**src/rtl/axi_lite_slave_regs.sv**
```systemverilog
// AXI4-Lite subordinate with three read/write control registers and one read-only status word.
// The write and read channels each run an independent single-outstanding handshake FSM.
module axi_lite_slave_regs #(
    parameter int AXI_DATAW      = 32,
    parameter int AXI_ADDRW      = 4,
    parameter int AXI_DATAW_BYTE = AXI_DATAW >> 3
) (
    input  logic                      clk,
    input  logic                      rst,
    input  logic [AXI_ADDRW-1:0]      awaddr,
    input  logic [2:0]                awprot,
    input  logic                      awvalid,
    output logic                      awready,
    input  logic [AXI_DATAW-1:0]      wdata,
    input  logic [AXI_DATAW_BYTE-1:0] wstrb,
    input  logic                      wvalid,
    output logic                      wready,
    output logic [1:0]                bresp,
    output logic                      bvalid,
    input  logic                      bready,
    input  logic [AXI_ADDRW-1:0]      araddr,
    input  logic [2:0]                arprot,
    input  logic                      arvalid,
    output logic                      arready,
    output logic [AXI_DATAW-1:0]      rdata,
    output logic [1:0]                rresp,
    output logic                      rvalid,
    input  logic                      rready,
    output logic [AXI_DATAW-1:0]      reg0_out,
    output logic [AXI_DATAW-1:0]      reg1_out,
    output logic [AXI_DATAW-1:0]      reg2_out,
    input  logic [AXI_DATAW-1:0]      status_in,
    output logic [2:0]                wr_pulse
);

    localparam logic [1:0] RESP_OKAY   = 2'b00;
    localparam logic [1:0] RESP_SLVERR = 2'b10;

    typedef enum logic {WR_IDLE, WR_RESP} wr_state_t;
    typedef enum logic {RD_IDLE, RD_RESP} rd_state_t;

    wr_state_t                 wr_state, wr_state_n;
    rd_state_t                 rd_state, rd_state_n;
    logic [AXI_DATAW-1:0]      ctrl [3];

    logic                      aw_held, aw_held_n;
    logic [1:0]                aw_idx, aw_idx_n;
    logic                      w_held, w_held_n;
    logic [AXI_DATAW-1:0]      w_data, w_data_n;
    logic [AXI_DATAW_BYTE-1:0] w_strb, w_strb_n;
    logic                      awready_n, wready_n, bvalid_n;
    logic [1:0]                bresp_n;
    logic [2:0]                wr_pulse_n;
    logic                      commit;
    logic [1:0]                commit_idx;
    logic [AXI_DATAW-1:0]      commit_data;
    logic [AXI_DATAW_BYTE-1:0] commit_strb;
    logic                      aw_hs, w_hs, ar_hs;

    logic                      arready_n, rvalid_n;
    logic [AXI_DATAW-1:0]      rdata_n;

    logic                      unused_ok;
    assign unused_ok = ^{awprot, arprot, awaddr, araddr};

    assign reg0_out = ctrl[0];
    assign reg1_out = ctrl[1];
    assign reg2_out = ctrl[2];
    assign rresp    = RESP_OKAY;

    assign aw_hs = awvalid & awready;
    assign w_hs  = wvalid & wready;
    assign ar_hs = arvalid & arready;

    // Commit uses the freshly presented beat when it arrives on the completing edge.
    always_comb begin
        wr_state_n  = wr_state;
        aw_held_n   = aw_held;
        aw_idx_n    = aw_idx;
        w_held_n    = w_held;
        w_data_n    = w_data;
        w_strb_n    = w_strb;
        awready_n   = awready;
        wready_n    = wready;
        bvalid_n    = bvalid;
        bresp_n     = bresp;
        wr_pulse_n  = '0;
        commit      = 1'b0;
        commit_idx  = aw_idx;
        commit_data = w_data;
        commit_strb = w_strb;
        case (wr_state)
            WR_IDLE: begin
                if (aw_hs) begin
                    aw_held_n  = 1'b1;
                    aw_idx_n   = awaddr[3:2];
                    commit_idx = awaddr[3:2];
                end
                if (w_hs) begin
                    w_held_n    = 1'b1;
                    w_data_n    = wdata;
                    w_strb_n    = wstrb;
                    commit_data = wdata;
                    commit_strb = wstrb;
                end
                if ((aw_held || aw_hs) && (w_held || w_hs)) begin
                    commit     = 1'b1;
                    wr_state_n = WR_RESP;
                    awready_n  = 1'b0;
                    wready_n   = 1'b0;
                    bvalid_n   = 1'b1;
                    bresp_n    = (commit_idx == 2'd3) ? RESP_SLVERR : RESP_OKAY;
                    wr_pulse_n = (commit_idx == 2'd3) ? 3'b000 : (3'b001 << commit_idx);
                end else begin
                    awready_n = !(aw_held || aw_hs);
                    wready_n  = !(w_held || w_hs);
                end
            end
            WR_RESP: begin
                if (bready) begin
                    wr_state_n = WR_IDLE;
                    bvalid_n   = 1'b0;
                    awready_n  = 1'b1;
                    wready_n   = 1'b1;
                    aw_held_n  = 1'b0;
                    w_held_n   = 1'b0;
                end
            end
            default: wr_state_n = WR_IDLE;
        endcase
    end

    always_ff @(posedge clk or negedge rst) begin
        if (!rst) begin
            wr_state <= WR_IDLE;
            aw_held  <= 1'b0;
            aw_idx   <= '0;
            w_held   <= 1'b0;
            w_data   <= '0;
            w_strb   <= '0;
            awready  <= 1'b0;
            wready   <= 1'b0;
            bvalid   <= 1'b0;
            bresp    <= '0;
            wr_pulse <= '0;
            for (int unsigned r = 0; r < 3; r++) ctrl[r] <= '0;
        end else begin
            wr_state <= wr_state_n;
            aw_held  <= aw_held_n;
            aw_idx   <= aw_idx_n;
            w_held   <= w_held_n;
            w_data   <= w_data_n;
            w_strb   <= w_strb_n;
            awready  <= awready_n;
            wready   <= wready_n;
            bvalid   <= bvalid_n;
            bresp    <= bresp_n;
            wr_pulse <= wr_pulse_n;
            for (int unsigned r = 0; r < 3; r++) begin
                for (int unsigned b = 0; b < AXI_DATAW_BYTE; b++) begin
                    if (commit && commit_idx == 2'(r) && commit_strb[b])
                        ctrl[r][8*b +: 8] <= commit_data[8*b +: 8];
                end
            end
        end
    end

    // Read data is captured from the pre-edge register contents.
    always_comb begin
        rd_state_n = rd_state;
        arready_n  = arready;
        rvalid_n   = rvalid;
        rdata_n    = rdata;
        case (rd_state)
            RD_IDLE: begin
                arready_n = 1'b1;
                if (ar_hs) begin
                    rd_state_n = RD_RESP;
                    arready_n  = 1'b0;
                    rvalid_n   = 1'b1;
                    case (araddr[3:2])
                        2'd0:    rdata_n = ctrl[0];
                        2'd1:    rdata_n = ctrl[1];
                        2'd2:    rdata_n = ctrl[2];
                        default: rdata_n = status_in;
                    endcase
                end
            end
            RD_RESP: begin
                if (rready) begin
                    rd_state_n = RD_IDLE;
                    rvalid_n   = 1'b0;
                    arready_n  = 1'b1;
                end
            end
            default: rd_state_n = RD_IDLE;
        endcase
    end

    always_ff @(posedge clk or negedge rst) begin
        if (!rst) begin
            rd_state <= RD_IDLE;
            arready  <= 1'b0;
            rvalid   <= 1'b0;
            rdata    <= '0;
        end else begin
            rd_state <= rd_state_n;
            arready  <= arready_n;
            rvalid   <= rvalid_n;
            rdata    <= rdata_n;
        end
    end

endmodule

```
**config.mk**
```make
export PLATFORM = sky130hd
export DESIGN_NAME = axi_lite_slave_regs
export DESIGN_NICKNAME = d
export VERILOG_FILES = /design/src/rtl/axi_lite_slave_regs.sv
export SDC_FILE = /design/constraint.sdc
export NUM_CORES = 1
export LEC_CHECK = 0
export CAP_MARGIN = 20
export CORE_UTILIZATION = 47
export DETAILED_ROUTE_END_ITERATION = 10
export MAX_ROUTING_LAYER = met4
export PLACE_DENSITY = 0.8
export SLEW_MARGIN = 0
export SYNTH_ARGS = -nofsm -noshare
export SYNTH_HDL_FRONTEND = slang
export SYNTH_SLANG_ARGS = --single-unit
```
**constraint.sdc**
```tcl
create_clock -name clk -period 2.4 [get_ports clk]
set_clock_uncertainty 0.1 [all_clocks]
set_input_delay 0.48 -clock clk [delete_from_list [all_inputs] [get_ports clk]]
set_output_delay 0.48 -clock clk [all_outputs]
set_load 0.05 [all_outputs]
```
After elaboration in Yosys (flattened, before gate mapping):

Cells that the tools add are included.

* reduce and logical (&&, ||, !) cells: 28
* multiplexer cells: 37
* eq/ne operators: 11
* bitwise logic cells: 5
* shift operators: 1

Operator list (number)
* one-hot mux 32 bit (3 select lines): 1
* 2-to-1 mux 32 bit: 2
* one-hot mux 1 bit (2 select lines): 9
* logical AND 1 bit: 16
* 2-to-1 mux 1 bit: 16
* inequality test 2 bit (second input constant): 6
* AND reduction 2 bit: 6
* 2-to-1 mux 3 bit: 3
* 2-to-1 mux 2 bit: 4
* 2-to-1 mux 4 bit: 2
* == test 2 bit (second input constant): 3
* == test 2 x 1 -> 1 bit (second input constant): 2
* logical NOT 2 bit: 2
* bitwise AND 1 bit: 3
* << shifter 1 x 2 -> 3 bit (first input constant): 1
* logical NOT 1 bit: 2
* logical OR 1 bit: 2
* inverter 1 bit: 2

* word-level logic and storage cells: 109
* output and inout bits: 140
* flip-flop bits (word level): 180

Depth between registers and ports, before layout:

Gate-level depths: netlist of run 1.

* depth in word-level cells: 7
* mapped depth: 6
* gate-level depth less buffers: 5

Least setup slack after synthesis of run 1:

No wires, ideal clock.

* path kind: reg2reg
* start: register wready
* end: register ctrl, in the netlist reg2_out[24]
* setup slack: 0.014 ns
* stages on the path, launching flop included: 7
* setup time: 0.125 ns
* buffers on the path: 2
* clock period less this slack: 2.386 ns
* data arrival time: 2.161 ns
* cell sequence: dfrtp_1 nand3b_1 a211o_1 buf_4 buf_6 nor3_4 mux2_2

* longest elaborated chain between the ends: 7

Ends and longest elaborated chain
* start: declaration: line 17 `output logic wready,`
* start signal: assignment: line 155 `wready <= wready_n;`
* bitwise AND 1 bit (*): line 72 `assign w_hs = wvalid & wready;`
* logical OR 1 bit: line 106 `if ((aw_held || aw_hs) && (w_held || w_hs)) begin`
* logical AND 1 bit: line 106
* 2-to-1 mux 1 bit: line 106
* 2-to-1 mux 1 bit: line 92 `case (wr_state)`
* logical AND 1 bit (2 in a row): line 161 `if (commit && commit_idx == 2'(r) && commit_strb[b])`
* end signal: indexed assignment: line 162 `ctrl[r][8*b +: 8] <= commit_data[8*b +: 8];`
* end: declaration: line 44 `logic [AXI_DATAW-1:0] ctrl [3];`

Mark *: on every way between the ends. The rest lies on a longest branch, timed or not.
A chain may end at the register's enable or synchronous reset.

Worst setup path in the final report of run 1:

* start: input wvalid
* end: register ctrl, in the netlist reg1_out[16]

* longest elaborated chain between the ends: 7

Ends and longest elaborated chain
* start: declaration: line 16 `input logic wvalid,`
* bitwise AND 1 bit (*): line 72
* logical OR 1 bit: line 106
* logical AND 1 bit: line 106
* 2-to-1 mux 1 bit: line 106
* 2-to-1 mux 1 bit: line 92
* logical AND 1 bit (2 in a row): line 161

Marks and branches as above.

==> results of run 1 <==
[worst reg2reg max path: cells and delay by family (launching register included)]
| kind | cells | cell delay (ns) |
|---|---|---|
| AOI/OAI and AO/OA | 2 | 0.43 |
| DFF | 1 | 0.52 |
| muxes | 1 | 0.34 |
| and+or+nand+nor | 1 | 0.32 |
| buffers and inverters | 2 | 0.37 |
[placed cells by master, fill, tap and decap left out, types with 2 or more instances in the layout]
cell type        count
clkbuf_1             3
dfrtp_1            179
buf_4               32
nand3_2              5
and3_1               2
nor3_4               4
buf_12               7
clkinvlp_4           3
o22a_1               2
conb_1               3
mux2i_1              4
nand2_1              9
bufinv_16            3
a21oi_1              2
inv_1                8
o21ai_0              3
clkbuf_8             3
mux2_2             152
mux2_1               9
nor3_1               2
clkbuf_16           17
mux4_2              32
nor4_4               4
buf_2                2
clkdlybuf4s50_1    210
[how the worst max path moves through the flow]
stage                                     endpoint  slack [ns]  depth (start not counted)
after floorplan           reg2_out[24]$_DFFE_PN0P_        0.01                          6
after global placement    reg1_out[19]$_DFFE_PN0P_       -0.32                          7
after detailed placement  reg1_out[19]$_DFFE_PN0P_       -0.40                          6
after CTS                 reg1_out[16]$_DFFE_PN0P_        0.03                          6
after global routing      reg1_out[16]$_DFFE_PN0P_        0.04                          7
final                     reg1_out[16]$_DFFE_PN0P_        0.13                          7
[kinds of logic after synthesis]
kind of cell           count (synthesis)
and+or+nand+nor                       32
other                                  1
AOI/OAI and AO/OA                     17
DFF                                  179
buffers and inverters                 29
muxes                                197
[cell type report]
type                       instances  share of cell area [%]
sequential                       179                   40.94
clock buffer                      23                   4.368
clock inverter                     8                   1.155
inverter                           8                  0.2744
timing repair buffer             254                   23.09
multi-input combinational        249                   27.68
antenna                            1                 0.02287
tap                              216                   2.470
[timing repair]
action                                  CTS  global route
gates resized for setup                   0             2
endpoints found under the setup margin    0            32
hold endpoints to repair                 22             0
hold buffers                              1             0
[metal layers]
metal | part of all wire [%] | global-route usage [%] | up-vias
met5 | 0 | - | -
met4 | 1.2 | 6.361 | 0
met3 | 5.6 | 5.491 | 18
met2 | 51 | 38.71 | 153
met1 | 42 | 29.72 | 2535
li1 | - | - | 2199
[flip-flops by register name (all words and copies together) (netlist names), 2 cells and up]
signal	count
reg0_out	32
w_data	32
reg2_out	32
wr_pulse	3
rdata	32
w_strb	4
aw_idx	2
reg1_out	32
[metrics by stage]
stage	area [µm²]	total power (W)	instances	setup TNS, ns
after floorplan	7637	0.01186	457	0
after detailed placement	10320	0.01538	905	-28.64
after global routing	10940	0.01895	938	0
after CTS	10930	0.01826	937	0
final	10940	0.01811	938	0
after global placement	10320	0.01505	905	-20.69
[power by group through the flow]
stage	clock [W]	combinational, W	sequential [W]
after detailed placement	0	0.00991	0.00547
after CTS	0.00289	0.00995	0.00543
after floorplan	0	0.00284	0.00902
after global placement	0	0.00969	0.00536
final	0.00283	0.00986	0.00541
after global routing	0.00303	0.0103	0.00560
==> metrics.md, run 1 <==
| Metric | Value |
|---|---|
| Dpl ws | `-0.4027 ns` |
| Achievable frequency | `440.8 MHz` |
| Die Footprint | `16750 µm²` |
| Multi-input gate area | `3029 µm²` |
| Die Y | `129.4 µm` |
| First-pass GRT wire length | `28440 µm` |
| Worst Path Required | `2.60 ns` |
| H-tree depth | `4` |
| Finished Core Util | `68.88%` |
| GR Overflow Total | `0` |
| TritonCTS buffer count | `17` |
| Die X | `129.4 µm` |
| Final worst-path cycle share | `94.53%` |
| Drt drc | `0` |
| Iter 0 DRT Violations | `199` |
| Crit-path cells | `clkdlybuf4s50_1, nand3b_1, a211o_1, buf_12, nor4_4, buf_4, mux2_2` |
| R2r worst-path depth | `6` |
| Crit path launch | `wvalid` |
| Layout cells sized above 1 | `37.73%` |
| Measured slew at the worst slew-check pin | `0.5982 ns` |
| FF+latch count, synth | `179` |
| Core area | `15890 µm²` |
| CTS tree | `yes` |
| Drt wl/cell | `19.18 µm` |
| Worst setup EP type | `flop` |
| Drt pass-1 iters | `4` |
| Slack of the critical path | `0.1312 ns` |
| R2R Setup Slk | `0.20 ns` |
| Power Internal | `0.01014 W` |
| Area Growth Syn to Fin | `43.41%` |
| Mux contribution to synthesized area | `33.73%` |
| Synth area leader | `dfrtp_1` |
| RSZ-0062 raised after global routing | `false` |
| Post-CTS Setup Repair Bufs | `0` |
| Mapped Area | `7630 µm²` |
| Synth warn | `0` |
| Skew-Pair Late Insertion Delay | `0.42 ns` |
| Logic pwr share | `54.5%` |
| Async SR Flop Fraction | `100.0%` |
| DP Wirelength | `13090 µm` |
| Fin. max-slew vios | `0` |
| Final net count | `798` |
| Initial antenna violation count | `1` |
| Crit-path leading delay family | `buffers and inverters` |
| Critical path's largest stage delay | `0.48 ns` |
| Filler instances | `1083` |
| Crit start category | `primary input` |
| Sink Count | `179` |
| Synthesized instance count | `455` |
| Top-count cell post-synth | `dfrtp_1` |
| Largest family of logic cells by synthesized area | `multiplexers` |
| FP Rows | `46` |
| Clock Power Share | `15.6%` |
| Reg2reg end | `reg1_out[16]$_DFFE_PN0P_` |
| Post-DRT Antenna Nets | `0` |
| Outcome | `completed` |
| P_leak | `4.690 nW` |
| Seq/Total Area, Yosys | `58.71%` |
| Post-Synth Adder-Cell Area | `0%` |
| Max cap viols | `0` |
| Gpl congestion | `0.7796` |
| Peak supply drop | `1.057 mV` |
| Port buffer count | `215` |
| Worst slew margin | `60.00%` |
| Top cell type's share of synthesized area | `58.71%` |
| Vias in the first global route | `5196` |
| Vias | `4905` |
| Synthesized area per cell | `16.77 µm²` |
| Root Driver | `clkbuf_16` |
| Max FO, Critical Path | `14` |
| Worst min path class | `in2async` |
| EDFF count, synth | `0` |
| Complex-gate fraction of the synthesized area | `1.886%` |
| Clk pin slew, worst setup/hold paths | `0.06 ns` |
| DRT Wirelength | `18000 µm` |
| Hold Fails Final Rpt | `0` |
| Synth unique cells | `38` |
| Cell Pwr Density | `1655 nW/µm²` |
| Largest net degree at the start of global routing | `69` |
| Post-Synth XOR/XNOR Area | `0%` |
| Area contributors post-synth | `dfrtp_1, mux2_2, mux4_2, mux2_1, nor4_4` |
| # IOs | `229` |
| Worst EP arrival | `2.47 ns` |
| Seq pwr share | `29.9%` |
| Most used DFF post-synth | `dfrtp_1` |
| Count of final setup violators | `0` |
| GRT Util Overall | `23.66%` |
| Slowest CP cell | `clkdlybuf4s50_1` |
| Sw frac | `44.01%` |
| CTS Buffer Depth | `2` |
| Top cells by count, synth | `dfrtp_1, mux2_2, mux4_2, mux2_1, nand2_1` |
| Critical path type | `in2reg` |
| Reg area | `4479 µm²` |
| Net Sw Power | `0.007969 W` |
| Hold Worst Slack | `0.3361 ns` |
| FF-to-FF Start | `awready$_DFFE_PN0P_` |
| Min cycle time layout | `2.269 ns` |
| Post-synthesis simple-gate area fraction | `3.821%` |
| Via density | `5.229` |
| CP Buf/Inv Count | `3` |
| Initial core utilization | `48.03%` |
(Power assumes the default switching activity.)
==> run 2, diff against run 1 <==
--- a/config.mk
+++ b/config.mk
@@ -8,6 +8,7 @@
 export CAP_MARGIN = 20
 export CORE_UTILIZATION = 47
 export DETAILED_ROUTE_END_ITERATION = 10
+export GPL_ROUTABILITY_DRIVEN = 1
 export MAX_ROUTING_LAYER = met4
 export PLACE_DENSITY = 0.8
 export SLEW_MARGIN = 0
==> results of run 2 <==
The final DEF is identical to that of run 1; final timing and power are the same.
==> run 3, diff against run 2 <==
--- a/config.mk
+++ b/config.mk
@@ -6,6 +6,7 @@
 export NUM_CORES = 1
 export LEC_CHECK = 0
 export CAP_MARGIN = 20
+export CORE_MARGIN = 4
 export CORE_UTILIZATION = 47
 export DETAILED_ROUTE_END_ITERATION = 10
 export GPL_ROUTABILITY_DRIVEN = 1
==> run 3 against run 2 <==
Net effect:
- die area up 9.5%
- via count up 2.0%
- fmax down 0.64%
- first-iteration DRC count down 3.5%
- largest cell class unchanged
- largest power group unchanged
==> metrics.md, run 3 (synthesis gave the netlist of run 1 again) <==
| Metric | Value |
|---|---|
| CTS tree | `yes` |
| Achievable frequency | `438.0 MHz (-0.64%)` |
| Outcome | `completed` |
| Largest net degree at the start of global routing | `61 (-12%)` |
| # IOs | `229 (unchanged)` |
| Fin. max-slew vios | `0 (unchanged)` |
| Layout cells sized above 1 | `37.85% (+0.12 points)` |
| Die Footprint | `18340 µm² (+9.5%)` |
| Slowest CP cell | `clkdlybuf4s50_1` |
| GRT Util Overall | `22.53% (-1.1 points)` |
| H-tree depth | `4 (unchanged)` |
| Initial core utilization | `48.03% (unchanged)` |
| Final net count | `801 (+0.38%)` |
| FF-to-FF Start | `wr_state$_DFF_PN0_` |
| Filler instances | `1102 (+1.8%)` |
| Crit path launch | `wvalid` |
| Peak supply drop | `0.9267 mV (-12%)` |
| Most frequent cells in the layout | `clkdlybuf4s50_1, dfrtp_1, mux2_2` |
| CTS Buffer Depth | `2 (unchanged)` |
| Vias | `5005 (+2.0%)` |
| Post-CTS Setup Repair Bufs | `0 (unchanged)` |
| Count of final setup violators | `0 (unchanged)` |
| Root Driver | `clkbuf_16` |
| FP Rows | `46 (unchanged)` |
| Most common cell after layout, fill and taps aside | `clkdlybuf4s50_1` |
| Port buffer count | `215 (unchanged)` |
| Crit-path cells | `clkdlybuf4s50_1, nand3b_1, a211o_1, buf_12, nor4_4, buf_4, mux2_2` |
| Core area | `15890 µm² (unchanged)` |
| Sink Count | `179 (unchanged)` |
| Max cap viols | `0 (unchanged)` |
| Hold Worst Slack | `0.3827 ns (+0.04658 ns)` |
| Drt drc | `0 (unchanged)` |
| Initial antenna violation count | `0 (-1)` |
| Skew-Pair Late Insertion Delay | `0.42 ns (about the same)` |
| Critical path type | `in2reg` |
| Critical path's largest stage delay | `0.50 ns (+0.02 ns)` |
| Post-DRT Antenna Nets | `0 (unchanged)` |
| Iter 0 DRT Violations | `192 (-3.5%)` |
| Vias in the first global route | `5498 (+5.8%)` |
| Drt pass-1 iters | `4 (unchanged)` |
| DRT Wirelength | `19250 µm (+7.0%)` |
| Die X | `135.4 µm (+4.6%)` |
| Die Y | `135.4 µm (+4.6%)` |
| DP Wirelength | `14010 µm (+7.1%)` |
| Worst Path Required | `2.61 ns (about the same)` |
| Worst EP arrival | `2.49 ns (+0.02 ns)` |
| Drt wl/cell | `20.48 µm (+6.8%)` |
| Gpl congestion | `0.7896 (+1.3%)` |
| Worst setup EP type | `flop` |
| Via density | `5.324 (+1.8%)` |
| TritonCTS buffer count | `17 (unchanged)` |
| Clk pin slew, worst setup/hold paths | `0.07 ns (about the same)` |
| Non-filler cells, final | `940 (+0.21%)` |
| Cell Pwr Density | `1664 nW/µm² (+0.58%)` |
| GR Overflow Total | `0 (unchanged)` |
| Worst slew margin | `60.83% (+0.83 points)` |
| Max FO, Critical Path | `11 (-3)` |
| Post-Place Cells | `908 (+0.33%)` |
| Worst min path class | `reg2reg` |
| Area Growth Syn to Fin | `43.57%` |
| First-pass GRT wire length | `30880 µm (+8.6%)` |
| Finished Core Util | `68.96% (+0.079 points)` |
| RSZ-0062 raised after global routing | `false` |
| Hold Fails Final Rpt | `0 (unchanged)` |
| Diodes inserted | `0 (-1)` |
| Min cycle time layout | `2.283 ns (+0.01454 ns)` |
| Final worst-path cycle share | `95.14% (+0.61 points)` |
| Worst hold start | `rvalid$_DFFE_PN0P_` |
| Crit start category | `primary input` |
| Measured slew at the worst slew-check pin | `0.5869 ns (-0.01128 ns)` |
| P_leak | `4.704 nW (+0.31%)` |
## run 3: through the flow
| stage | setup TNS, ns | power, W | setup WS, ns | cell area, µm² |
|---|---|---|---|---|
| final | 0 | 0.01823 | 0.1167 | 10950 |
| after global routing | 0 | 0.01905 | 0.03238 | 10950 |
| after CTS | 0 | 0.01838 | 0.03760 | 10950 |
| after detailed placement | -29.02 | 0.01552 | -0.4578 | 10340 |
| after global placement | -23.61 | 0.01521 | -0.3675 | 10340 |
| after floorplan | 0 | 0.01186 | 0.01426 | 7637 |
## run 3: cell type report
| type | count | area, µm² | area share (%) |
|---|---|---|---|
| well taps | 216 | 270.3 | 2.467 |
| repair buffers | 257 | 2551 | 23.29 |
| clock buffers | 19 | 432.9 | 3.952 |
| clock inverters | 12 | 157.7 | 1.439 |
| inverters | 8 | 30.03 | 0.2741 |
| flip-flops and latches | 179 | 4479 | 40.89 |
| multi-input cells | 249 | 3033 | 27.69 |
## run 3: critical path, delay by kind of cell
family	cells	cell delay [ns]
muxes	1	0.34
and+or+nand+nor	2	0.44
AOI/OAI and AO/OA	1	0.35
buffers and inverters	3	0.87
## run 3: final timing paths
kind                                             to  slack (ns)  depth (start not counted)
min in group asynchronous   reg1_out[4]$_DFFE_PN0P_        0.47                          2
hold / removal                   rvalid$_DFFE_PN0P_        0.38                          2
setup / recovery           reg1_out[10]$_DFFE_PN0P_        0.12                          7
hold reg to reg                  rvalid$_DFFE_PN0P_        0.38                          2
max in group asynchronous   reg0_out[8]$_DFFE_PN0P_        0.97                          3
setup reg to reg           reg1_out[10]$_DFFE_PN0P_        0.23                          6
## run 3: repair_timing
item                                    in CTS  in global routing
hold buffers                                 1                  0
gates resized for setup                      1                  1
endpoints found under the setup margin       1                  1
hold endpoints to repair                    46                  0
## run 3: per-layer routing
| metal | share of wire [%] | vias to the layer above | track usage, % |
|---|---|---|---|
| met4 | 1.2 | 0 | 5.711 |
| met5 | 0 | - | - |
| li1 | - | 2205 | - |
| met2 | 50 | 163 | 35.87 |
| met3 | 5.8 | 19 | 5.906 |
| met1 | 43 | 2618 | 29.21 |
## run 3: report_power, final
| part | total, W | switching (W) | internal (W) |
|---|---|---|---|
| registers | 0.00543 | 0.000950 | 0.00448 |
| logic | 0.0100 | 0.00603 | 0.00399 |
| clock network | 0.00279 | 0.00115 | 0.00164 |
| total | 0.0182 | 0.00813 | 0.0101 |
==> RTL change 1, RTL diff (settings of run 1) <==
`AXI_DATAW`: 32 -> 64.
--- a/src/rtl/axi_lite_slave_regs.sv
+++ b/src/rtl/axi_lite_slave_regs.sv
@@ -3,3 +3,3 @@
 module axi_lite_slave_regs #(
-    parameter int AXI_DATAW      = 32,
+    parameter int AXI_DATAW      = 64,
     parameter int AXI_ADDRW      = 4,
Ports: changed (7 resized); port bits go from 229 to 425. The function was not compared with the original's and may differ.
==> RTL change 1 against run 1 <==
Worst setup slack got worse by 0.081 ns; final area increased by 93%; synthesized cell count increased by 86%; routed wire length increased by 110%; sequential cell count increased by 164; total power increased by 94%; sequential share of layout area decreased by 0.30 points; area after synthesis increased by 91%; largest cell class unchanged; largest power group unchanged.
==> RTL change 1: results (changes against run 1) <==
Largest net degree at the start of global routing = 61 (was 69)
Initial DRC count = 378 (was 199)
Vias per std cell = 5.38 (was 5.23)
Multi-input gate area in the final layout = 5760 um^2 (was 3030 um^2)
Share of cells above drive strength 1 = 0.403 (was 0.377)
Buffers excl. clock = 482 (was 254)
VDD IR max = 1.07 mV (was 1.06 mV)
TritonCTS buffer count = 37 (was 17)
Crit path launch type = flip-flop (was input port)
Met2 Usage GRT = 0.430 (was 0.387)
Top cells by area, synth = dfrtp_1 (59%), mux2_2 (25%), mux4_2 (9.9%) (was dfrtp_1 (59%), mux2_2 (22%), mux4_2 (9.4%))
Leak = 9.06 nW (was 4.69 nW)
Sequential share of the synthesized area = 0.590 (was 0.587)
Commonest cells post-synth = dfrtp_1 (343), mux2_2 (321), mux4_2 (64), clkbuf_1 (14), nor3_4 (14) (was dfrtp_1 (179), mux2_2 (152), mux4_2 (32), mux2_1 (9), nand2_1 (9))
I/O Buffers = 411 (was 215)
Synthesis Warnings = 0 (unchanged)
Synth cell types = 36 (was 38)
Clk buf depth = 3 (was 2)
NonClk Buf Share = 0.235 (was 0.231)
Synth Area in Compound Gates = 0.0104 (was 0.0189)
Area taken by flip-flops and latches = 8580 um^2 (was 4480 um^2)
Post-synthesis mux area share = 0.353 (was 0.337)
Worst reg2reg endpoint = reg1_out[48] (was reg1_out[16])
Global-route met3 utilization = 0.0561 (was 0.0549)
DP Wirelength = 28000 um (was 13100 um)
Latest clock arrival within the worst-skew pair = 0.51 ns (was 0.42 ns)
Outcome = finished clean (unchanged)
Wire length on met2 = 20200 um (was 9160 um)
# fillers = 2113 (was 1083)
P_clk = 5.82 mW (was 2.83 mW)
Max_slew headroom = 0.595 (was 0.600)
Nonclk inv count = 12 (was 8)
Critical Path Max Stage Delay = 0.84 ns (was 0.48 ns)
FF-to-FF Start = wr_state (was awready)
GPL Wtd Cong = 0.792 (was 0.780)
GRT Total Usage = 0.253 (was 0.237)
Hold/Removal Path Class = flip-flop to flip-flop (was input port to async pin)
Clock network area share = 0.0595 (was 0.0552)
Met3 WL = 2390 um (was 1010 um)
CTS resizes = 0 (unchanged)
CP max FO = 3 (was 14)
Clock buffers = 55 (was 23)
Arrival time at the worst endpoint = 1.77 ns (was 2.47 ns)
Flop pwr share = 0.297 (was 0.299)
Flop2flop setup slack = 0.24 ns (was 0.20 ns)
P_int = 19.7 mW (was 10.1 mW)
Fin nets = 1492 (was 798)
Seq cells post-synth = 343 (was 179)
Placement Setup Slack = -0.416 ns (was -0.403 ns)
Psw = 15.4 mW (was 7.97 mW)
Metal-1 WL = 14900 um (was 7600 um)
Met1 Use GR = 0.300 (was 0.297)
Final wirelength = 38300 um (was 18000 um)
Initial antenna violation count = 3 (was 1)
Global-route wire length before repair = 58600 um (was 28400 um)
Multi-In Gates = 459 (was 249)
# diodes = 4 (was 1)
RTL change 1: cell count changes after synthesis, moves of 6 or more:
cell,delta
buf_2,+8
clkbuf_1,+6
dfrtp_1,+164
mux2_1,-9
mux2_2,+169
mux4_2,+32
nor3_4,+10
RTL change 1: worst max-delay path by stage:
| stage | startpoint | to | slack (ns) | cells after the start |
|---|---|---|---|---|
| after detailed placement | awvalid | reg0_out[63] | -0.42 | 5 |
| final | reg1_out[14] | reg1_out[14] | 0.05 | 1 |
| after CTS | reg1_out[14] | reg1_out[14] | 0.02 | 1 |
| after floorplan | wready | reg1_out[0] | 0.08 | 5 |
| after global placement | awvalid | reg0_out[59] | -0.36 | 5 |
| after global routing | bresp[1] | bresp[1] | 0.004 | 1 |
RTL change 1: metrics by stage:
stage	utilization	hold WS (ns)	cell area [um^2]	instances
finish	0.692	0.378	21100	1759
global route	0.692	0.416	21100	1758
CTS	0.692	0.384	21100	1755
detailed placement	0.650	0.360	19800	1691
global placement	0.650	0.361	19800	1691
floorplan	-	0.0844	14500	850
==> RTL change 2, RTL diff (config.mk and constraints of run 1) <==
Without the edit above. Take the reset off `rdata` and load it in a clocked block of its own.
--- a/src/rtl/axi_lite_slave_regs.sv
+++ b/src/rtl/axi_lite_slave_regs.sv
@@ -204,3 +204,2 @@
             rvalid   <= 1'b0;
-            rdata    <= '0;
         end else begin
@@ -209,3 +208,2 @@
             rvalid   <= rvalid_n;
-            rdata    <= rdata_n;
         end
@@ -213,2 +211,6 @@
 
+    always_ff @(posedge clk) begin
+        rdata <= rdata_n;
+    end
+
 endmodule
Check against the original RTL: differs if rst is asserted again (counterexample within 4 cycles, from zero or initial values and one cycle with rst low); with rst held inactive, the same outputs for 4 cycles.
==> RTL change 2 against run 1 <==
Area after synthesis is 2.7% lower; clock power is 1% higher; largest power group unchanged; fmax is 3.0% lower; sequential share of layout area is 2.1 points higher; die area is 2.7% lower; routed wire length is 1.1% lower; total power is 7.6% lower; final area is 1.5% lower; sequential cell count stayed put; count of clock-buffer cells in the layout is 5 lower; worst setup slack worse by 0.071 ns; highest routed layer unchanged.
==> RTL change 2: results (changes against run 1) <==
Outcome = finished clean (unchanged)
Placement Setup Slack = -0.334 ns (was -0.403 ns)
Max_slew headroom = 0.626 (was 0.600)
GRT Total Usage = 0.239 (was 0.237)
Fin nets = 759 (was 798)
Net Sw Frac = 0.425 (was 0.440)
Met3 WL = 1050 um (was 1010 um)
Final wirelength = 17800 um (was 18000 um)
Top Metal Used = met4 (unchanged)
Post-synth EDFFs = 32 (was 0)
Met2 Usage GRT = 0.390 (was 0.387)
Clock root buffer = clkbuf_16 (unchanged)
Leak = 4.45 nW (was 4.69 nW)
Largest net degree at the start of global routing = 57 (was 69)
Synth cell types = 37 (was 38)
Clock transition at path regs = 0.07 ns
Metal-1 WL = 7420 um (was 7600 um)
Sequential share of the synthesized area = 0.625 (was 0.587)
Share of cells above drive strength 1 = 0.340 (was 0.377)
Clk buf depth = 2 (unchanged)
H-Tree Depth = 4 (unchanged)
Commonest cells post-synth = dfrtp_1 (147), mux2_2 (120), edfxtp_1 (32), mux4_2 (32), mux2_1 (9) (was dfrtp_1 (179), mux2_2 (152), mux4_2 (32), mux2_1 (9), nand2_1 (9))
CP max-delay cell = clkdlybuf4s50_1 (unchanged)
Critical Path Max Stage Delay = 0.60 ns (was 0.48 ns)
TritonCTS buffer count = 17 (unchanged)
Initial DRC count = 226 (was 199)
# diodes = 0 (was 1)
Hold/Removal Path Class = flip-flop to flip-flop (was input port to async pin)
Wire length on met2 = 9000 um (was 9160 um)
Synthesis Warnings = 0 (unchanged)
Worst path top cell family by delay = buffers and inverters (unchanged)
# fillers = 1024 (was 1083)
Global-route met3 utilization = 0.0534 (was 0.0549)
GPL Wtd Cong = 0.835 (was 0.780)
Met1 Use GR = 0.298 (was 0.297)
Via count = 4685 (was 4905)
VDD IR max = 0.970 mV (was 1.06 mV)
DP Wirelength = 12600 um (was 13100 um)
Latest clock arrival within the worst-skew pair = 0.42 ns (about the same)
Async set-reset flop share out of synthesis = 0.821 (was 1.00)
Count of final hold-check violations = 0 (unchanged)
Initial antenna violation count = 0 (was 1)
DRT Pass-1 Iters = 4 (unchanged)
Hold Buf Count CTS = 1 (unchanged)
Final count of pins violating max slew = 0 (unchanged)
Vias in the first global route = 5113 (was 5196)
Die Width = 128 um (was 129 um)
Global-route wire length before repair = 28200 um (was 28400 um)
Postcts setup bufs = 0 (unchanged)
I/O Buffers = 215 (unchanged)
Top cells by area, synth = dfrtp_1 (50%), mux2_2 (18%), edfxtp_1 (13%) (was dfrtp_1 (59%), mux2_2 (22%), mux4_2 (9.4%))
CP max FO = 13 (was 14)
CTS resizes = 0 (unchanged)
==> RTL change 2: path summary, 6_finish.rpt <==
kind | slack [ns] | end | from | depth (start not counted)
max | 0.06 | reg1_out[10] | awvalid | 7
min in group asynchronous | 0.49 | reg2_out[11] | rst | 2
min | 0.40 | rvalid | rvalid | 1
max reg2reg | 0.21 | reg1_out[10] | wr_state | 6
min reg2reg | 0.40 | rvalid | rvalid | 1
max in group asynchronous | 1.04 | reg0_out[28] | rst | 3
==> RTL change 2: area by class of cell <==
class | instances | area share
Sequential cell | 179 | 0.431
Timing Repair Buffer | 247 | 0.237
Tap cell | 211 | 0.0245
Clock inverter | 14 | 0.0171
Inverter | 7 | 0.00244
Multi-Input combinational cell | 218 | 0.249
Clock buffer | 18 | 0.0398
==> RTL change 2: power by group through the flow <==
stage	Sequential, mW	Clock [mW]	Combinational (mW)
floorplan	8.34	0	2.50
global placement	5.24	0	8.42
detailed placement	5.35	0	8.60
CTS	5.31	2.93	8.64
global route	5.48	3.04	8.95
finish	5.30	2.87	8.56
==> RTL change 2: kinds of logic after synthesis <==
logic type      count (synthesis)  synth area share
mux                           166             0.300
simple gates                   32            0.0391
flops                         179             0.625
buf+inv                        25            0.0165
compound gates                 17            0.0192
other cells                     1          0.000505
==> RTL change 2: per-stage QoR <==
stage | hold slack (ns) | power (mW) | utilization | instance area (um^2) | instances
CTS | 0.398 | 16.9 | 0.703 | 10800 | 894
floorplan | 0.0844 | 10.8 | - | 7430 | 422
finish | 0.398 | 16.7 | 0.703 | 10800 | 894
detailed placement | 0.354 | 13.9 | 0.662 | 10100 | 861
global placement | 0.344 | 13.7 | 0.662 | 10100 | 861
global route | 0.427 | 17.5 | 0.703 | 10800 | 894
